==> src/rtl/text_buffer_ctrl_pkg.sv <==
// Shared constants, FSM state encoding and the glyph filter for the text line controller.
package text_pkg;

    localparam int NUM_SLOTS  = 10;
    localparam int CHAR_W     = 8;
    localparam int FIFO_DEPTH = 4;
    localparam logic [CHAR_W-1:0] BLANK_CHAR = 8'h20;

    typedef enum logic [1:0] {
        IDLE  = 2'd0,
        WRITE = 2'd1,
        BKSP  = 2'd2,
        CLEAR = 2'd3
    } state_e;

    // The overlay ROM only holds 7-bit printable glyphs.
    function automatic logic is_printable(input logic [CHAR_W-1:0] code);
        return !code[7] && (code >= 8'h20);
    endfunction

endpackage

==> src/rtl/text_buffer_ctrl_if.sv <==
// Character/command input and display-line output bundle of the text line controller.
interface text_buffer_ctrl_if;
    import text_pkg::*;

    logic [CHAR_W-1:0]           char_in;
    logic                        char_valid;
    logic                        char_ready;
    logic                        cmd_clear;
    logic                        cmd_backspace;
    logic                        vblank;
    logic [NUM_SLOTS*CHAR_W-1:0] letters;
    logic [3:0]                  cursor;
    logic                        scrolled;
    logic                        busy;

    modport master (
        output char_in, char_valid, cmd_clear, cmd_backspace, vblank,
        input  char_ready, letters, cursor, scrolled, busy
    );

    modport slave (
        input  char_in, char_valid, cmd_clear, cmd_backspace, vblank,
        output char_ready, letters, cursor, scrolled, busy
    );

endinterface

==> src/rtl/text_buffer_ctrl_char_fifo.sv <==
// Small show-ahead synchronous FIFO; dout always presents the head entry.
module char_fifo #(
    parameter int DEPTH = 4,
    parameter int WIDTH = 8
) (
    input  logic             clk,
    input  logic             reset_n,
    input  logic             push,
    input  logic             pop,
    input  logic             flush,
    input  logic [WIDTH-1:0] din,
    output logic [WIDTH-1:0] dout,
    output logic             full,
    output logic             empty
);
    localparam int AW = $clog2(DEPTH);

    logic [WIDTH-1:0] mem [DEPTH];
    logic [AW:0]      wr_ptr;
    logic [AW:0]      rd_ptr;
    logic             do_push;
    logic             do_pop;

    assign empty   = (wr_ptr == rd_ptr);
    assign full    = (wr_ptr[AW] != rd_ptr[AW]) && (wr_ptr[AW-1:0] == rd_ptr[AW-1:0]);
    assign do_push = push && !full;
    assign do_pop  = pop && !empty;
    assign dout    = mem[rd_ptr[AW-1:0]];

    always_ff @(posedge clk or negedge reset_n) begin
        if (!reset_n) begin
            wr_ptr <= '0;
            rd_ptr <= '0;
        end else if (flush) begin
            wr_ptr <= '0;
            rd_ptr <= '0;
        end else begin
            if (do_push) wr_ptr <= wr_ptr + 1'b1;
            if (do_pop)  rd_ptr <= rd_ptr + 1'b1;
        end
    end

    always_ff @(posedge clk) begin
        if (do_push && !flush) mem[wr_ptr[AW-1:0]] <= din;
    end

endmodule

==> src/rtl/text_buffer_ctrl.sv <==
// Buffers decoded characters, edits a shadow line and commits it to the overlay at vblank start.
//
//   state | meaning
//   IDLE  | pick next job: clear, then backspace, then queued char
//   WRITE | place popped char at cursor, or scroll when the line is full
//   BKSP  | blank the slot before the cursor and step back
//   CLEAR | blank the line, home the cursor, flush queued chars
module text_buffer_ctrl
    import text_pkg::*;
(
    input  logic              clk,
    input  logic              reset_n,
    text_buffer_ctrl_if.slave bus
);
    localparam logic [1:0] ST_IDLE  = IDLE;
    localparam logic [1:0] ST_WRITE = WRITE;
    localparam logic [1:0] ST_BKSP  = BKSP;
    localparam logic [1:0] ST_CLEAR = CLEAR;
    localparam logic [3:0] LAST_POS = 4'(NUM_SLOTS);

    logic [1:0]                        state;
    logic [NUM_SLOTS-1:0][CHAR_W-1:0]  shadow;
    logic [NUM_SLOTS-1:0][CHAR_W-1:0]  letters_r;
    logic [3:0]                        cursor_r;
    logic [CHAR_W-1:0]                 wr_char;
    logic                              dirty;
    logic                              clr_pend;
    logic                              bs_pend;
    logic                              vblank_q;
    logic                              vblank_qq;
    logic                              scrolled_r;

    logic              char_ready;
    logic              push;
    logic              pop;
    logic              go_bksp;
    logic              fifo_full;
    logic              fifo_empty;
    logic [CHAR_W-1:0] fifo_head;
    logic              vb_start;
    logic              write_ok;
    logic              bksp_ok;
    logic              edit;

    assign char_ready = !fifo_full && !clr_pend && !bus.cmd_clear;
    assign push       = bus.char_valid && char_ready;
    assign go_bksp    = (state == ST_IDLE) && !clr_pend && bs_pend;
    assign pop        = (state == ST_IDLE) && !clr_pend && !bs_pend && !fifo_empty;
    assign vb_start   = vblank_q && !vblank_qq;
    assign write_ok   = (state == ST_WRITE) && is_printable(wr_char);
    assign bksp_ok    = (state == ST_BKSP) && (cursor_r != 4'd0);
    assign edit       = write_ok || bksp_ok || (state == ST_CLEAR);

    char_fifo #(
        .DEPTH (FIFO_DEPTH),
        .WIDTH (CHAR_W)
    ) u_fifo (
        .clk     (clk),
        .reset_n (reset_n),
        .push    (push),
        .pop     (pop),
        .flush   (state == ST_CLEAR),
        .din     (bus.char_in),
        .dout    (fifo_head),
        .full    (fifo_full),
        .empty   (fifo_empty)
    );

    always_ff @(posedge clk or negedge reset_n) begin
        if (!reset_n) begin
            state   <= ST_IDLE;
            wr_char <= '0;
        end else begin
            case (state)
                ST_IDLE: begin
                    if (clr_pend) begin
                        state <= ST_CLEAR;
                    end else if (bs_pend) begin
                        state <= ST_BKSP;
                    end else if (!fifo_empty) begin
                        state   <= ST_WRITE;
                        wr_char <= fifo_head;
                    end
                end
                default: state <= ST_IDLE;
            endcase
        end
    end

    // A clear supersedes any backspace waiting behind it.
    always_ff @(posedge clk or negedge reset_n) begin
        if (!reset_n) begin
            clr_pend <= 1'b0;
            bs_pend  <= 1'b0;
        end else begin
            if (bus.cmd_clear)           clr_pend <= 1'b1;
            else if (state == ST_CLEAR)  clr_pend <= 1'b0;

            if (bus.cmd_clear || clr_pend) bs_pend <= 1'b0;
            else if (bus.cmd_backspace)    bs_pend <= 1'b1;
            else if (go_bksp)              bs_pend <= 1'b0;
        end
    end

    always_ff @(posedge clk or negedge reset_n) begin
        if (!reset_n) begin
            shadow     <= {NUM_SLOTS{BLANK_CHAR}};
            cursor_r   <= 4'd0;
            scrolled_r <= 1'b0;
        end else begin
            scrolled_r <= 1'b0;
            if (state == ST_CLEAR) begin
                shadow   <= {NUM_SLOTS{BLANK_CHAR}};
                cursor_r <= 4'd0;
            end else if (write_ok) begin
                if (cursor_r == LAST_POS) begin
                    shadow     <= {wr_char, shadow[NUM_SLOTS-1:1]};
                    scrolled_r <= 1'b1;
                end else begin
                    shadow[cursor_r] <= wr_char;
                    cursor_r         <= cursor_r + 4'd1;
                end
            end else if (bksp_ok) begin
                shadow[cursor_r - 4'd1] <= BLANK_CHAR;
                cursor_r                <= cursor_r - 4'd1;
            end
        end
    end

    // An edit on the commit edge keeps dirty set so it shows at the next vblank.
    always_ff @(posedge clk or negedge reset_n) begin
        if (!reset_n) begin
            vblank_q  <= 1'b0;
            vblank_qq <= 1'b0;
            dirty     <= 1'b0;
            letters_r <= {NUM_SLOTS{BLANK_CHAR}};
        end else begin
            vblank_q  <= bus.vblank;
            vblank_qq <= vblank_q;
            if (vb_start && dirty) letters_r <= shadow;
            if (edit)              dirty <= 1'b1;
            else if (vb_start)     dirty <= 1'b0;
        end
    end

    assign bus.char_ready = char_ready;
    assign bus.letters    = letters_r;
    assign bus.cursor     = cursor_r;
    assign bus.scrolled   = scrolled_r;
    assign bus.busy       = (state != ST_IDLE) || !fifo_empty || dirty;

endmodule

==> src/flat_wrapper.sv <==
// flat-port wrapper written by rule: the top's interface ports become plain ports
module text_buffer_ctrl_flat import text_pkg::*;
  (clk, reset_n, bus_char_in, bus_char_valid, bus_cmd_clear, bus_cmd_backspace, bus_vblank, bus_char_ready, bus_letters, bus_cursor, bus_scrolled, bus_busy);
  text_buffer_ctrl_if bus_i ();
  input  logic clk;
  input  logic reset_n;
  input wire logic [$bits(bus_i.char_in)-1:0] bus_char_in;
  input wire logic [$bits(bus_i.char_valid)-1:0] bus_char_valid;
  input wire logic [$bits(bus_i.cmd_clear)-1:0] bus_cmd_clear;
  input wire logic [$bits(bus_i.cmd_backspace)-1:0] bus_cmd_backspace;
  input wire logic [$bits(bus_i.vblank)-1:0] bus_vblank;
  output wire logic [$bits(bus_i.char_ready)-1:0] bus_char_ready;
  output wire logic [$bits(bus_i.letters)-1:0] bus_letters;
  output wire logic [$bits(bus_i.cursor)-1:0] bus_cursor;
  output wire logic [$bits(bus_i.scrolled)-1:0] bus_scrolled;
  output wire logic [$bits(bus_i.busy)-1:0] bus_busy;
  assign bus_i.char_in = bus_char_in;
  assign bus_i.char_valid = bus_char_valid;
  assign bus_i.cmd_clear = bus_cmd_clear;
  assign bus_i.cmd_backspace = bus_cmd_backspace;
  assign bus_i.vblank = bus_vblank;
  assign bus_char_ready = bus_i.char_ready;
  assign bus_letters = bus_i.letters;
  assign bus_cursor = bus_i.cursor;
  assign bus_scrolled = bus_i.scrolled;
  assign bus_busy = bus_i.busy;
  text_buffer_ctrl u_core (.clk(clk), .reset_n(reset_n), .bus(bus_i));
endmodule
==> config.mk <==
export PLATFORM = sky130hd
export DESIGN_NAME = text_buffer_ctrl_flat
export DESIGN_NICKNAME = d
export VERILOG_FILES = /design/src/rtl/text_buffer_ctrl_pkg.sv /design/src/rtl/text_buffer_ctrl_if.sv /design/src/rtl/text_buffer_ctrl_char_fifo.sv /design/src/rtl/text_buffer_ctrl.sv /design/src/flat_wrapper.sv
export SDC_FILE = /design/constraint.sdc
export NUM_CORES = 1
export LEC_CHECK = 0
export ABC_CLOCK_PERIOD_IN_PS = 2380
export BUFFER_PORTS_ARGS = -buffer_cell sky130_fd_sc_hd__buf_2
export CAP_MARGIN = 20
export CORE_MARGIN = 4
export CORE_UTILIZATION = 53
export DETAILED_ROUTE_END_ITERATION = 10
export MAX_ROUTING_LAYER = met4
export PLACE_DENSITY = 0.82
export SLEW_MARGIN = 20
export SYNTH_ARGS = -nofsm -noshare
export SYNTH_HDL_FRONTEND = slang
export SYNTH_SLANG_ARGS = --single-unit
==> constraint.sdc <==
create_clock -name clk -period 2.38 [get_ports clk]
set_clock_uncertainty 0.1 [all_clocks]
set_input_delay 0.119 -clock clk [delete_from_list [all_inputs] [get_ports clk]]
set_output_delay 0.119 -clock clk [all_outputs]
set_load 0.02 [all_outputs]
==> results of run 1 <==
[state kept, by name, indices dropped and copies added (netlist names)]
| name | flops |
|---|---|
| u_core.bs_pend | 1 |
| u_core.bus.scrolled | 1 |
| u_core.bus.letters | 80 |
| u_core.u_fifo.mem | 32 |
| u_core.shadow | 80 |
| u_core.bus.cursor | 4 |
| u_core.vblank_q | 1 |
| u_core.state | 2 |
| u_core.wr_char | 8 |
| u_core.vblank_qq | 1 |
| u_core.u_fifo.wr_ptr | 3 |
| u_core.dirty | 1 |
| u_core.u_fifo.rd_ptr | 3 |
| u_core.clr_pend | 1 |
[how the worst max path moves through the flow]
stage | startpoint | end | slack [ps] | cells past startpoint
2_1_floorplan | u_core.bus.cursor[0] | u_core.shadow[42] | 80 | 8
3_3_place_gp | u_core.bus.cursor[1] | u_core.shadow[39] | 130 | 7
3_5_place_dp | u_core.bus.cursor[1] | u_core.shadow[39] | 60 | 7
4_1_cts | u_core.bus.cursor[1] | u_core.shadow[18] | 50 | 7
5_1_grt | u_core.bus.cursor[0] | u_core.shadow[39] | -8 | 8
6_report | u_core.bus.cursor[0] | u_core.shadow[12] | 100 | 8
[cell families after synthesis]
family | Yosys count | share of synthesized area [%]
xor+xnor | 7 | 0.620
flops | 218 | 57.1
simple gates | 166 | 8.72
compound gates | 242 | 17.7
buf+inv | 75 | 3.51
mux | 89 | 11.0
fa+ha+maj | 11 | 1.39
[cell usage in the layout (no fill, tap or decap), drive strengths merged, types with 4 or more instances in the layout]
cell / count
dfrtp: 166
buf: 149
mux2: 77
nand2: 62
o21ai: 50
a22oi: 46
o2bb2ai: 33
edfxtp: 32
nor2: 30
clkbuf: 30
a21oi: 28
inv: 25
dfstp: 20
a22o: 19
nand3: 16
a31oi: 14
dlygate4sd3: 13
o22ai: 13
and2: 11
ha: 11
mux4: 8
nor3: 8
clkinv: 8
o211ai: 7
nand2b: 7
xnor2: 5
a21o: 5
nor4: 5
a221oi: 5
nand3b: 5
nor2b: 5
mux2i: 4
and3b: 4
[cell type report]
| class | count | share of cell area [%] |
|---|---|---|
| repair buffers | 162 | 8.90 |
| clock inverters | 12 | 0.968 |
| clock buffers | 30 | 5.55 |
| inverters | 24 | 0.798 |
| flip-flops and latches | 218 | 48.0 |
| well taps | 229 | 2.44 |
| multi-input cells | 515 | 33.4 |
[cell usage after synthesis, types with 11 or more instances]
library cell / number
buf_2: 16
dfrtp_1: 166
a22oi_1: 45
nand2_1: 62
clkbuf_1: 25
mux2_2: 77
nor2_1: 28
and2_1: 11
o21ai_0: 45
inv_1: 22
o22ai_1: 12
o2bb2ai_1: 33
a31oi_1: 13
dfstp_2: 20
a21oi_1: 27
ha_1: 11
nand3_1: 16
edfxtp_1: 32
a22o_1: 19
[per-layer routing]
metal	GRT usage, %	up-vias
li1	-	3303
met1	36.0	3627
met2	37.8	329
met3	5.36	53
met4	7.71	0
met5	-	-
[through the flow]
step,TNS (ps),hold WS (ps)
2_1_floorplan,0,-277
3_3_place_gp,0,11.6
3_5_place_dp,0,16.7
4_1_cts,0,44.5
5_1_grt,-8.50,73.0
6_report,0,30.4
[power breakdown]
group	internal, mW	leakage (nW)	switching, mW	total (mW)
clock	2.07	0.381	1.53	3.61
combinational	2.03	2.17	3.34	5.37
sequential	4.49	2.72	0.707	5.19
[critical path: stages (launching register included)]
cell and delay [ps]:
dfrtp_2 420, clkinvlp_4 150, ha_1 180, and3b_1 270
buf_4 310, nor4_1 100, o21a_1 260, a21o_1 180
a22o_1 180
[repair_timing]
| action | in CTS | in global routing |
|---|---|---|
| endpoints found under the setup margin | 0 | 63 |
| setup buffers | 0 | 0 |
| hold buffers | 13 | 0 |
| hold endpoints to repair | 179 | 0 |
| gates resized for setup | 0 | 10 |
==> results.md, run 1 <==
* Run status: finished, final reports clean
* Setup crit start kind: register
* Core Util, Final at roughly two thirds
* Avg Synthesized Cell Area at roughly 12 µm²
* Path depth of the worst reg2reg path at 8
* Worst Setup Slack post-DPL at a little over 60 ps
* Final Instance Count excl. Fillers at about 1,200
* Maximum number of pins on one net before global-route repair at 94
* Data arrival at the endpoint of the critical path at 2580 ps
* Worst vdd ir at ~0.63 mV
* Setup slack on the worst flop-to-flop path at about 100 ps
* Post-detailed-route count of antenna-violating nets at 0
* Critical path fanouts, max at 24
* Number of storage elements in the synthesis netlist at 218
* Post-CTS clock slew at the launch and capture registers of the worst setup and hold paths at ~60 ps
* Power, Total at roughly 14 mW
* Die Wd at ~140 µm
* Leak pwr at between 5 and 6 nW
* Number of buffers added on ports at 100
* Highest metal used: met4
* Number of synthesized flops with an enable pin at 32
* Ys Warns at 0
* Vias per Instance at between 6 and 7
* Hold/Removal Path Class: input pin to asynchronous set/reset pin
* Placed Instance Area at about 0.011 mm²
* Slew of the pin with the lowest slew margin at 685 ps
* MaxCap Viol Count at 0
* Count of fill cells added during filler insertion at around 1,400
* Met3 wire length at roughly 2300 µm
* 1st-iter DRT viols at 618
* Power per unit of standard cell area at approximately 1200 mW/mm²
* Number of global-route vias before repair at 7,341
* Slew HR at 54.3%
* Post-synthesis instance area at between 0.009 and 0.01 mm²
* WL/cell at 21.5 µm
* Largest cells by area after synthesis: dfrtp_1 (42%), edfxtp_1 (9.7%), mux2_2 (8.8%), dfstp_2 (5.3%), a22oi_1 (3.4%)
* Number of distinct library cell variants in the gate-level netlist after synthesis at 74
* Endpoint of the most critical register-to-register path: u_core.shadow[12]
* Total area of sequential cells at 0.00564 mm²
* Estimated wirelength of the detail-placed design at around 17,000 µm
* Effective utilization at floorplan at a little over half
* # IOs at roughly 100
* Critical R2R Launch: u_core.bus.cursor[0]
* Number of max-slew violations in the final report at 0
* Source-to-sink clock delay at the later pin of the worst-skew pair at roughly 530 ps
* Clock H-tree levels at 1
* RSZ-0062 raised after global routing: yes
* Footprint of the multi-input gates at around 0.0039 mm²
* CP required at ~2700 ps
* Fin crit share at roughly 96%
* Total GRT Usage at around a quarter
* Area of all placed cells without fillers at between 0.01 and 0.015 mm²
* Endpoint type of the worst setup path: register
* Cell chosen for the clock root: clkbuf_16
* Final Hold Viols at 0
* Final global-route overflow total at 0
* Number of buffers added by the clock tree synthesis step at 23
* Maximum clock frequency at around 440 MHz
* CTS tree: done
* Routed length on met1 at ~11,000 µm
* Core region area at 0.0181 mm²
* Number of antenna diodes at 0
* Remaining DRCs at 0
* FFs w/ async S/R, synth at 85.3%
* Synthesized net count at ~830
* Post-route setup slack at approximately 100 ps
* Overall via count from detail_route at 7,312
* Number of instances in the synthesized netlist at approximately 810
* Routability Congestion at about 1
* Seq/Total Area, Yosys at between 50% and 60%
* Layout cells sized above 1 at around 34%
* Cells after DPL at 1,135
* Length of routed met2 wiring at around 12,000 µm
* Total number of clock tree sinks at between 200 and 250
* Total routed wirelength at about 26,000 µm
* Number of nets in the final layout at just under 1,000
* Die area at approximately 0.021 mm²
* Most used flip-flop cell after synthesis: dfrtp_1
* Row Count at around 50
* CTS Buffer Depth at 3
* Top cell type by total area after synthesis: dfrtp_1
* Overall die height at roughly 140 µm
* Finish-stage setup viols at 0
* Synth top area share at a little over two fifths
* First-pass GRT wire length at 40,600 µm
* Length of the first detailed-routing pass in iterations at 5
* Initial antenna violation count at 1
* Time the final worst path needs with I/O delays and setup at ~2300 ps
* Worst setup path class: register to register
* Syn-to-layout area delta at 18.9%
(Power assumes the default switching activity.)
==> run 2, diff against run 1 <==
- ABC_CLOCK_PERIOD_IN_PS: 2380 -> 2600
- CORE_UTILIZATION: 53 -> 59
- PLACE_DENSITY: 0.82 -> 0.86
- clock period: 2.38 -> 2.6 ns (I/O delays scaled with it)
==> run 2 against run 1 <==
Against the previous run:
- global-route usage grew 2.4 points
- worst hold slack better by 32 ps
- critical path depth decreased by 1
- total power down 11%
- clock power decreased by 16%
- via count grew 1.3%
- worst setup slack improved by 62 ps
- design area fell by 1.4%
- clock-buffer cell count up 5
- critical endpoint is now u_core.shadow[57]
- largest power group unchanged
==> results.md, run 2 (synthesis results as in run 1) <==
* Run status: finished, final reports clean
* Number of global-route vias before repair at roughly 7,400
* Die area at 0.0189 mm²
* Total area of sequential cells at ~0.0056 mm²
* Crit path max-delay family: compound AO/OA/AOI/OAI gates
* Source-to-sink clock delay at the later pin of the worst-skew pair at 500 ps
* Number of max-slew violations in the final report at 0
* Routability Congestion at ~1.0
* Maximum clock frequency at about 400 MHz
* Total routed wirelength at 25,100 µm
* Setup slack on the worst flop-to-flop path at 160 ps
* Footprint of the multi-input gates at between 0.003 and 0.004 mm²
* Count of fill cells added during filler insertion at around 1,100
* Critical path fanouts, max at 8
* Data arrival at the endpoint of the critical path at around 2700 ps
* WL/cell at about 21 µm
* # IOs at 101
* Power, Total at around 13 mW
* Post-detailed-route count of antenna-violating nets at 0
* Die Wd at roughly 140 µm
* Worst vdd ir at around 0.78 mV
* Overall via count from detail_route at around 7,400
* Layout cells sized above 1 at around a third
* Int Pwr at between 7 and 8 mW
* Worst setup path class: register to register
* Time the final worst path needs with I/O delays and setup at approximately 2400 ps
* Endpoint type of the worst setup path: register
* Endpoint of the most critical register-to-register path: u_core.shadow[57]
* CTS tree: done
* Overall die height at approximately 140 µm
* Number of buffers added on ports at 100
* Maximum number of pins on one net before global-route repair at between 70 and 80
* Total number of clock tree sinks at ~220
* Path depth of the worst reg2reg path at 7
* Leading cell type in the layout, fill and taps excluded: dfrtp_1
* Initial antenna violation count at 1
* Slowest Stage Delay on Critical Path at 450 ps
* Finish-stage setup viols at 0
* Length of the first detailed-routing pass in iterations at 8
* Slew HR at 48.5%
* Highest-delay cell along the critical path: or3b_1
* Final Hold Viols at 0
* Combinational share of power at about 38%
* Critical R2R Launch: u_core.bus.cursor[1]
* Total GRT Usage at 28.0%
* First-pass GRT wire length at just over 40,000 µm
* Ordered cell list for the critical path: inv_1, ha_1, or3b_1, a22oi_2, o21ai_1, o21ai_0, o2bb2ai_1
* Row Count at 47
* Number of buffers added by the clock tree synthesis step at 23
* Estimated wirelength of the detail-placed design at between 15,000 and 20,000 µm
* Postcts setup bufs at 0
* Remaining DRCs at 0
* Number of nets in the final layout at between 900 and 1,000
* MaxCap Viol Count at 0
* Power per unit of standard cell area at 1090 mW/mm²
* Buf/Inv on CP at 1
* Hold/Removal Path Class: input pin to asynchronous set/reset pin
* Switching power total at 4.97 mW
* Effective utilization at floorplan at 59.8%
* Syn-to-layout area delta at 17.3%
* Leak pwr at just over 5 nW
* 1st-iter DRT viols at between 700 and 800
* Fin crit share at between 90% and 100%
* Post-CTS clock slew at the launch and capture registers of the worst setup and hold paths at around 60 ps
* Final global-route overflow total at 0
* Clock network fraction of design power at about a quarter
* Clock H-tree levels at 1
* Vias per Instance at approximately 6.3
* Total Negative Setup Slacks at 0 ps
* Leading cell types in the layout, fill and taps excluded: dfrtp_1 (166), buf_2 (99), mux2_2 (77), nand2_1 (62)
* Worst Setup Slack post-DPL at 178 ps
* Core region area at between 0.015 and 0.02 mm²
* Setup crit start kind: register
* CTS Buffer Depth at 3
* Share of total power in sequential cells at between 30% and 40%
* Final Instance Count excl. Fillers at 1,174
* Cells after DPL at ~1,100
* Post-route setup slack at roughly 160 ps
* Slew of the pin with the lowest slew margin at about 770 ps
* RSZ-0062 raised after global routing: no
* Sw Share at about two fifths
* Worst setup startpoint: u_core.bus.cursor[1]
* Cell chosen for the clock root: clkbuf_16
* CP required at 2900 ps
==> run 2: changes by cell type in the layout (fill, tap and decap cells not counted), sizes merged <==
| cell | delta |
|---|---|
| buf | -7 |
| clkbuf | +5 |
| clkinv | -5 |
| bufinv | -1 |
| diode | +1 |
==> run 2: cell type report <==
class	instances	area share, %
sequential	218	48.6
multi-input combinational	515	33.7
timing repair buffer	155	8.43
clock buffer	35	5.70
tap	220	2.37
inverter	24	0.777
clock inverter	6	0.367
antenna	1	0.0216
==> run 2: worst reg2reg max path: stages (launching register included) <==
cell and delay, ps:
dfrtp_1 370, inv_1 180, ha_1 390, or3b_1 450
a22oi_2 230, o21ai_1 270, o21ai_0 190, o2bb2ai_1 160
==> run 2: how the worst max path moves through the flow <==
| stage | endpoint | cells after the start |
|---|---|---|
| after floorplan | u_core.shadow[42] | 8 |
| after global placement | u_core.shadow[69] | 7 |
| after detailed placement | u_core.shadow[71] | 7 |
| after CTS | u_core.shadow[69] | 7 |
| after global routing | u_core.shadow[69] | 7 |
| final | u_core.shadow[57] | 7 |
==> run 2: power by group through the flow <==
stage	registers, mW	logic (mW)	clock network [mW]
6_report	4.75	4.78	3.05
2_1_floorplan	4.81	3.01	0
3_5_place_dp	4.79	4.60	0
4_1_cts	4.73	4.68	3.08
3_3_place_gp	4.76	4.50	0
5_1_grt	4.80	5.16	3.22
==> run 2: through the flow <==
step,hold slack [ps],util [%],instance area [µm²]
floorplan,-266,-,9880
global placement,34.1,65.1,10800
CTS,92.3,70.1,11600
global route,106,70.2,11600
detailed placement,30.4,65.1,10800
finish,62.6,70.2,11600
==> run 2: what timing repair did <==
action,in CTS,in global routing
hold endpoints to repair,95,0
setup endpoints to repair,0,8
hold buffers,13,0
gates resized for setup,0,1
==> run 2: per-layer routing <==
metal	up-vias	track usage, %	part of all wire (%)
li1	3287	-	-
met1	3663	38.9	41
met2	404	42.1	46
met3	54	6.32	9.8
met4	0	7.93	3.1
met5	-	-	0
==> run 3, diff against run 2 <==
- ABC_CLOCK_PERIOD_IN_PS: 2600 -> 3090
- CORE_UTILIZATION: 59 -> 64
- MAX_ROUTING_LAYER: met4 -> default
- PLACE_DENSITY: 0.86 -> 0.92
- clock period: 2.6 -> 3.09 ns (I/O delays scaled with it)
==> run 3 against run 2 <==
Against the previous run:
- design area down 0.68%
- maximum frequency down 12%
- worst hold slack better by 120 ps
- utilization up 5.9 points
- via count up 1.7%
- first-iteration DRC count up 15%
- register-to-register slack better by 160 ps
- sequential power down 14%
- non-clock buffer count down 16
- clock-buffer cell count down 8
- sequential share of layout area up 0.33 points
- critical endpoint is now u_core.shadow[17]
- largest cell class unchanged
==> results.md, run 3 (synthesis results as in run 1) <==
* Layout cells sized above 1 at 31.4%
* Cell chosen for the clock root: clkbuf_16
* Maximum number of pins on one net before global-route repair at between 80 and 90
* 1st-iter DRT viols at 898
* Remaining DRCs at 0
* Power, Total at approximately 11 mW
* Source-to-sink clock delay at the later pin of the worst-skew pair at 510 ps
* Power per unit of standard cell area at 945 mW/mm²
* Row Count at 45
* RSZ-0062 raised after global routing: no
* Core region area at between 0.015 and 0.02 mm²
* Length of the first detailed-routing pass in iterations at 7
* Overall die height at ~130 µm
* Clock H-tree levels at 1
* Overall via count from detail_route at 7,534
* Data arrival at the endpoint of the critical path at 3010 ps
* Leading cell types in the layout, fill and taps excluded: dfrtp_1 (166), buf_2 (99), mux2_2 (77), nand2_1 (62)
* # IOs at approximately 100
* Total routed wirelength at 25,500 µm
* Number of buffers added by the clock tree synthesis step at 21
* Final Instance Count excl. Fillers at about 1,100
* Post-CTS clock slew at the launch and capture registers of the worst setup and hold paths at about 70 ps
* Syn-to-layout area delta at 16.5%
* Critical path fanouts, max at 11
* Number of global-route vias before repair at 7,555
* Footprint of the multi-input gates at 0.00390 mm²
* Hold/Removal Path Class: input pin to asynchronous set/reset pin
* Fin crit share at between 80% and 90%
* Count of fill cells added during filler insertion at 901
* Die Wd at approximately 130 µm
* Number of max-slew violations in the final report at 0
* Estimated wirelength of the detail-placed design at 16,600 µm
* First-pass GRT wire length at 41,900 µm
* Total number of clock tree sinks at between 200 and 250
* CTS tree: done
* Endpoint type of the worst setup path: register
* Worst setup path class: register to register
* Slew HR at between 40% and 50%
* Effective utilization at floorplan at between 60 and 70%
* Time the final worst path needs with I/O delays and setup at ~2800 ps
* Cells after DPL at ~1,100
* Slew of the pin with the lowest slew margin at between 700 and 800 ps
* WL/cell at ~23 µm
* Number of buffers added on ports at 100
* Initial antenna violation count at 0
* Vias per Instance at around 6.7
* Final hold slack at 181 ps
* Setup crit start kind: register
* Total Negative Setup Slacks at 0 ps
* Total GRT Usage at between 20 and 30%
* CTS Buffer Depth at 3
* Number of nets in the final layout at approximately 940
* Leak pwr at between 5 and 6 nW
* Die area at around 0.017 mm²
* Finish-stage setup viols at 0
* MaxCap Viol Count at 0
* Leading cell type in the layout, fill and taps excluded: dfrtp_1
* Number of antenna diodes at 0
* Post-detailed-route count of antenna-violating nets at 0
* Routability Congestion at between 1 and 1.5
* CP required at approximately 3300 ps
* Final global-route overflow total at 0
* Worst vdd ir at ~0.72 mV
* Total area of sequential cells at 0.00564 mm²
* Final Hold Viols at 0
* Maximum clock frequency at between 300 and 400 MHz
* Run status: finished, final reports clean
run 3: area by class of cell:
type / instances / area share [%]
inverter: 24 / 0.782
sequential: 218 / 49.0
multi-input combinational: 515 / 33.8
clock buffer: 27 / 5.30
clock inverter: 11 / 1.63
tap: 188 / 2.04
timing repair buffer: 139 / 7.44
run 3: stage by stage:
| stage | util, % | cell area, µm² | setup WS [ps] |
|---|---|---|---|
| after floorplan | - | 9880 | 653 |
| after global placement | 69.9 | 10600 | 615 |
| after detailed placement | 69.9 | 10600 | 449 |
| after CTS | 76.1 | 11500 | 371 |
| after global routing | 76.1 | 11500 | 200 |
| final | 76.1 | 11500 | 324 |
run 3: worst max-delay path: stages (launching register included):
cell and delay (ps):
dfrtp_1 530, inv_1 210, ha_1 340, nor3_1 550, a2bb2oi_1 220, nor2_1 430, o21ai_0 220
run 3: layer usage:
| layer | part of all wire (%) | global-route usage [%] |
|---|---|---|
| met2 | 46 | 46.2 |
| met1 | 38 | 41.2 |
| met3 | 12 | 7.29 |
| met4 | 4.2 | 11.1 |
| met5 | 0 | 0 |
run 3: what timing repair did:
| action | CTS | global route |
|---|---|---|
| endpoints found under the hold margin | 108 | 0 |
| hold buffers | 13 | 0 |
| setup buffers | 0 | 0 |
| gates resized for setup | 0 | 0 |
run 3: final timing paths:
kind	end	depth (start not counted)	from	slack, ps
min in group clk	u_core.vblank_q	2	bus_vblank	190
setup reg to reg	u_core.shadow[17]	6	u_core.bus.cursor[0]	320
setup / recovery	u_core.shadow[17]	6	u_core.bus.cursor[0]	320
max in group asynchronous	u_core.dirty	3	reset_n	1880
hold reg to reg	u_core.vblank_qq	0	u_core.vblank_q	310
hold / removal	u_core.bus.letters[0]	2	reset_n	180
run 3: power by group:
part | internal, mW | switching [mW] | leakage, nW
logic | 1.38 | 2.49 | 2.06
clock network | 1.82 | 1.12 | 0.392
registers | 3.45 | 0.617 | 2.72
total | 6.66 | 4.22 | 5.17
